<file path="config.mk">
export PLATFORM = sky130hd
export DESIGN_NAME = stream_demux1x2
export DESIGN_NICKNAME = d
export VERILOG_FILES = /design/src/rtl/stream_demux1x2.sv
export SDC_FILE = /design/constraint.sdc
export NUM_CORES = 1
export LEC_CHECK = 0
export ABC_CLOCK_PERIOD_IN_PS = 3200
export BUFFER_PORTS_ARGS = -buffer_cell sky130_fd_sc_hd__buf_2
export CAP_MARGIN = 20
export CORE_MARGIN = 5
export CORE_UTILIZATION = 28
export DETAILED_ROUTE_END_ITERATION = 8
export PLACE_DENSITY = 0.49
export SYNTH_ARGS = -nofsm -noshare
export SYNTH_HDL_FRONTEND = slang
export SYNTH_SLANG_ARGS = --single-unit
</file>
<file path="constraint.sdc">
create_clock -name clk -period 3.2 [get_ports clk]
set_input_delay 0.48 -clock clk [delete_from_list [all_inputs] [get_ports clk]]
set_output_delay 0.48 -clock clk [all_outputs]
set_load 0.02 [all_outputs]
</file>
<file path="src/rtl/stream_demux1x2.sv">
// Registered 1-to-2 stream demultiplexer: each accepted word is steered by in_sel
// into a private 2-entry FIFO for port A or port B, with per-port delivery counters.
module stream_demux1x2 #(
    parameter int N     = 8,
    parameter int CNT_W = 16
) (
    input  logic             clk,
    input  logic             rst_n,
    input  logic             flush,
    input  logic [N-1:0]     in_data,
    input  logic             in_sel,
    input  logic             in_valid,
    output logic             in_ready,
    output logic [N-1:0]     a_data,
    output logic             a_valid,
    input  logic             a_ready,
    output logic [N-1:0]     b_data,
    output logic             b_valid,
    input  logic             b_ready,
    output logic [CNT_W-1:0] a_cnt,
    output logic [CNT_W-1:0] b_cnt
);

    logic [1:0]       a_occ_q, a_occ_d, b_occ_q, b_occ_d;
    logic             a_rd_q, a_rd_d, a_wr_q, a_wr_d;
    logic             b_rd_q, b_rd_d, b_wr_q, b_wr_d;
    logic [N-1:0]     a_mem_q [2];
    logic [N-1:0]     a_mem_d [2];
    logic [N-1:0]     b_mem_q [2];
    logic [N-1:0]     b_mem_d [2];
    logic [CNT_W-1:0] a_cnt_q, a_cnt_d, b_cnt_q, b_cnt_d;

    logic a_push, a_pop, b_push, b_pop;

    // Readiness looks only at the selected port's occupancy, never at the consumer.
    always_comb begin
        in_ready = !flush && (in_sel ? (b_occ_q != 2'd2) : (a_occ_q != 2'd2));
        a_valid  = (a_occ_q != 2'd0);
        b_valid  = (b_occ_q != 2'd0);
        a_data   = a_mem_q[a_rd_q];
        b_data   = b_mem_q[b_rd_q];
        a_cnt    = a_cnt_q;
        b_cnt    = b_cnt_q;
        a_push   = in_valid && in_ready && !in_sel;
        b_push   = in_valid && in_ready && in_sel;
        a_pop    = a_valid && a_ready;
        b_pop    = b_valid && b_ready;
    end

    always_comb begin
        a_mem_d = a_mem_q;
        a_rd_d  = a_rd_q;
        a_wr_d  = a_wr_q;
        a_occ_d = a_occ_q;
        a_cnt_d = a_cnt_q;
        if (a_push) begin
            a_mem_d[a_wr_q] = in_data;
            a_wr_d          = ~a_wr_q;
        end
        if (a_pop) begin
            a_rd_d  = ~a_rd_q;
            a_cnt_d = a_cnt_q + CNT_W'(1);
        end
        if (a_push && !a_pop)      a_occ_d = a_occ_q + 2'd1;
        else if (a_pop && !a_push) a_occ_d = a_occ_q - 2'd1;
        // Flush drops buffered words but a dequeue on this edge still counts.
        if (flush) begin
            a_occ_d = 2'd0;
            a_rd_d  = 1'b0;
            a_wr_d  = 1'b0;
        end
    end

    always_comb begin
        b_mem_d = b_mem_q;
        b_rd_d  = b_rd_q;
        b_wr_d  = b_wr_q;
        b_occ_d = b_occ_q;
        b_cnt_d = b_cnt_q;
        if (b_push) begin
            b_mem_d[b_wr_q] = in_data;
            b_wr_d          = ~b_wr_q;
        end
        if (b_pop) begin
            b_rd_d  = ~b_rd_q;
            b_cnt_d = b_cnt_q + CNT_W'(1);
        end
        if (b_push && !b_pop)      b_occ_d = b_occ_q + 2'd1;
        else if (b_pop && !b_push) b_occ_d = b_occ_q - 2'd1;
        if (flush) begin
            b_occ_d = 2'd0;
            b_rd_d  = 1'b0;
            b_wr_d  = 1'b0;
        end
    end

    always_ff @(posedge clk or negedge rst_n) begin
        if (!rst_n) begin
            a_occ_q    <= 2'd0;
            a_rd_q     <= 1'b0;
            a_wr_q     <= 1'b0;
            a_mem_q[0] <= '0;
            a_mem_q[1] <= '0;
            a_cnt_q    <= '0;
            b_occ_q    <= 2'd0;
            b_rd_q     <= 1'b0;
            b_wr_q     <= 1'b0;
            b_mem_q[0] <= '0;
            b_mem_q[1] <= '0;
            b_cnt_q    <= '0;
        end else begin
            a_occ_q    <= a_occ_d;
            a_rd_q     <= a_rd_d;
            a_wr_q     <= a_wr_d;
            a_mem_q[0] <= a_mem_d[0];
            a_mem_q[1] <= a_mem_d[1];
            a_cnt_q    <= a_cnt_d;
            b_occ_q    <= b_occ_d;
            b_rd_q     <= b_rd_d;
            b_wr_q     <= b_wr_d;
            b_mem_q[0] <= b_mem_d[0];
            b_mem_q[1] <= b_mem_d[1];
            b_cnt_q    <= b_cnt_d;
        end
    end

endmodule

</file>
# Word-level counts from Yosys, hierarchy flattened
# Cells that the tools add are included.
# totals
word_cells	87
input_bits	15
register_bits	72
output_inout_bits	51
# op_classes
n_eq_ne	2
n_addsub	6
order_cmp	6
bitwise_logic	8
mux	27
n_reduce_logical	26
# ops
operator	n
$mux W8	8
$add A16 B1 Y16 const B	2
$bwmux W16	2
$demux W8 S1	2
$logic_and A1 B1 Y1	12
$mux W2	6
$reduce_bool A2 Y1	6
$mux W1	9
$ge A2 B2 Y1 const B	4
$not A1 Y2	4
$logic_not A1 Y1	6
$reduce_bool A3 Y1	2
$add A2 B1 Y2 const B	2
$lt A2 B1 Y1 const B	2
$ne A2 B2 Y1 const B	2
$not A1 Y1	4
$sub A2 B1 Y2 const B	2

# Depth between registers and ports, before layout
# logic_depth
depth_word	10
mapped_depth	5
mapped_depth_nobuf	5

# Least setup slack after synthesis
# OpenSTA, ideal clock, no wires.
# synth_timing
kind	input-to-reg
start	input flush
end	register b_mem_q[10] in the netlist's numbering
path_buffers	1
setup_ns	0.125
arrival_time_ns	1.531
path_slack_ns	1.544
path_stages	5
t_required_ns	3.075
path_cell_list	clkbuf_1 nor2b_1 nand3_1 nor2_2 mux2_2
# synth_via
elab_chain_cells	4
# synth_lines
element	line_no	text
start: declaration	9	input logic flush,
$logic_not A1 Y1	37	in_ready = !flush && (in_sel ? (b_occ_q != 2'd2) : (a_occ_q != 2'd2));
$logic_and A1 B1 Y1	37	
$logic_and A1 B1 Y1 (2 in series)	45	b_push = in_valid && in_ready && in_sel;
end: declaration	29	logic [N-1:0] b_mem_q [2];
# No other way between the ends.
# A chain may end at the register's enable or synchronous reset.

# Worst setup path in the final report
# layout_timing
start	register a_occ_q[0]
end	output in_ready
# layout_via
elab_chain_cells	3
# layout_lines
element	line_no	text
start: declaration	24	logic [1:0] a_occ_q, a_occ_d, b_occ_q, b_occ_d;
start signal: assignment	112	a_occ_q <= a_occ_d;
$ne A2 B2 Y1	37	
$mux W1	37	
$logic_and A1 B1 Y1	37	
end: declaration	13	output logic in_ready,
# No other way between the ends.

==> flow_summary.toml <==
[critical_path]
worstRegToRegCells = 4
crit_path_start = "a_occ_q[0]"
critPathKind = "register to primary output"
worstPathArrival_ns = 1.63
r2r-start = "a_occ_q[0]"
cp-end-kind = "primary output"
critical_path_peak_fanout = 7
required_ns = 2.72
startpoint_type = "register"
reg2reg_slack_ns = 1.38
r2r-end = "a_mem_q[1]"

[clock_network]
clk_latency_ns = 0.33
clockBufferDepth = 2
cts_setup_buffers = 0
numCtsBuffers = 9
cts_max_level = 3
cts_resized = 0
cts_hold_buffers = 0
cts_tree = "yes"
cts-root-buf = "clkbuf_16"
path_clk_slew_ns = 0.05
cts_sinks = 72

[global_route]
grt_use_total_pct = 10.7
overflow = 0
grt_pass1_vias = 2250
antenna_found_initial = 0
grt_pass1_wl_um = 11300
grt_max_degree = 38

[cells_and_area]
drive_above_1_share_pct = 40.3
fin_util_pct = 35.2
n_antenna_cell = 0
final_net_count = 344
syn2layout_area_growth_pct = 24.3
stdcell_count = 473
final_area_um2 = 3990
nFillCells = 1165

[timing]
relSlewSlack_pct = 42.6
slew_viol_final = 0
fmax_ghz = 0.475
finalWorstPathRequiredPeriod_ns = 2.11
grt_setup_unrepaired = "no"
hold_viol = 0
fin_crit_sh_pct = 65.8
setup_viol = 0
finalSetupTns_ns = 0
worst_slew_pin_slew_ns = 0.861
holdWs_ns = 0.264
clock_skew_ns = 0.00386

[power]
pwr-share-seq_pct = 44.8
p_per_area_nw_per_um2 = 665
pwr-share-clk_pct = 34.7
combPwrFrac_pct = 20.5
peakVddDrop_mv = 0.360
power_leakage_uw = 0.00188
switching_share_pct = 28.4
p_int_uw = 1900
switching_power_uw = 753

[yosys]
syn_inst = 255
synth.distinct_cells = 30
ys_seq_area_share_pct = 56.2
netlist_area_um2 = 3210
postSynthAreaPerCell_um2 = 12.6
syn-num-nets = 272
yosysWarnings = 0
ys_ff_latch = 72

[flow_run]
maxCapViolations = 0

[drt]
drtAntennaViolNets = 0
drtIter0Drc = 105
wl_per_cell_um = 14.5
wl_um = 6840
dr.pass1.iters = 5
vias_per_cell = 4.53
num_vias = 2145
drc_errors = 0

[placed_design]
gp_congestion = 0.669
hpwl_um = 4870
place_area_um2 = 3710
dp.cells = 459
numPortBuffers = 65

[outcome]
status = "finished clean"

[floorplan]
rows = 39
dieArea_um2 = 13700
pin_count = 66
start_util_pct = 28.3
die_y_um = 117
die-width_um = 117
fp.coreArea_um2 = 11300

[min_path]
holdCritPathClass = "input port to asynchronous set/reset pin"
-- logic make-up after synthesis --
family	after synthesis	share of synthesized area, %
simple gates	73	12.5
fa+ha+maj	2	0.780
flops	72	56.2
compound gates	18	3.39
mux	49	17.2
xor+xnor	33	9.01
buf+inv	8	0.975
-- layout by cell type, fill, tap and decap left out, drive strengths merged, types with 5 or more instances in the layout --
| master | n |
|---|---|
| a21oi | 5 |
| and3 | 7 |
| buf | 66 |
| clkbuf | 14 |
| dfrtp | 72 |
| mux2 | 49 |
| nand2 | 19 |
| nand3 | 11 |
| nand4 | 9 |
| nor2 | 11 |
| o21ai | 6 |
| xnor2 | 25 |
| xor2 | 8 |
-- how the worst max path moves through the flow --
stage	endpoint	slack [ns]	cells past startpoint
2_1_floorplan	b_mem_q[10]	1.54	5
3_3_place_gp	a_mem_q[14]	1.24	4
3_5_place_dp	a_mem_q[8]	1.25	4
4_1_cts	in_ready	1.05	5
5_1_grt	in_ready	0.91	5
6_report	in_ready	1.09	5
-- worst max-delay path, cell delays in order, from the launching register on --
cell and delay [ns]:
dfrtp_1 0.43, nor2b_1 0.44, nor2_1 0.08, a21oi_1 0.15
nor2_1 0.05, buf_2 0.16
-- power by group through the flow --
| stage | Clock (uW) | Sequential (uW) | Combinational, uW |
|---|---|---|---|
| final | 920 | 1190 | 543 |
| after floorplan | 0 | 1230 | 324 |
| after global routing | 1000 | 1210 | 600 |
| after global placement | 0 | 1200 | 548 |
| after detailed placement | 0 | 1200 | 555 |
| after CTS | 961 | 1190 | 556 |
-- routing by layer --
layer,GRT usage (%),share of wire [%],up-vias
met4,3.90,1.5,0
met1,14.0,48,1048
li1,-,-,1035
met3,3.65,5.4,8
met2,16.5,45,54
met5,0,0,-
-- Yosys cell counts --
cell | number | share of area, %
clkbuf_1 | 4 | 0.47
nor2_2 | 1 | 0.20
nand4_1 | 9 | 1.8
nor2_1 | 10 | 1.2
xor2_1 | 8 | 2.2
nand2b_1 | 4 | 0.78
or3_1 | 1 | 0.20
buf_2 | 1 | 0.16
and3_1 | 7 | 1.4
mux2_2 | 49 | 17
o21ai_0 | 5 | 0.78
a21o_1 | 1 | 0.23
xnor2_1 | 25 | 6.8
o21a_1 | 1 | 0.23
a31oi_1 | 1 | 0.20
nor3_1 | 3 | 0.47
dfrtp_1 | 72 | 56
o211ai_1 | 3 | 0.70
o21ba_2 | 1 | 0.31
nand3_1 | 11 | 1.7
nand2_1 | 19 | 2.2
inv_1 | 3 | 0.35
nor4_4 | 2 | 1.3
nor2b_1 | 2 | 0.39
nor3b_1 | 1 | 0.23
and4_1 | 1 | 0.27
o21ai_1 | 1 | 0.16
ha_1 | 2 | 0.78
or2_2 | 2 | 0.39
a21oi_1 | 5 | 0.78
-- per-stage QoR --
| stage | total power (uW) | setup WS, ns |
|---|---|---|
| after floorplan | 1560 | 1.54 |
| after global placement | 1750 | 1.24 |
| after detailed placement | 1760 | 1.25 |
| after CTS | 2710 | 1.05 |
| after global routing | 2820 | 0.907 |
| final | 2650 | 1.09 |
-- flip-flops by register name, indices dropped and copies added (netlist names) --
name     flops
b_wr_q       1
a_rd_q       1
b_rd_q       1
a_mem_q     16
b_occ_q      2
a_occ_q      2
b_mem_q     16
a_cnt       16
a_wr_q       1
b_cnt       16
-- final cells by class --
class | count | area (um^2) | share of cell area, %
multi-input combinational | 175 | 1380 | 34.5
timing repair buffer | 66 | 345 | 8.66
sequential | 72 | 1800 | 45.2
tap | 143 | 179 | 4.49
inverter | 3 | 11.3 | 0.282
clock buffer | 14 | 274 | 6.87
Power figures use the tool's default switching activity.
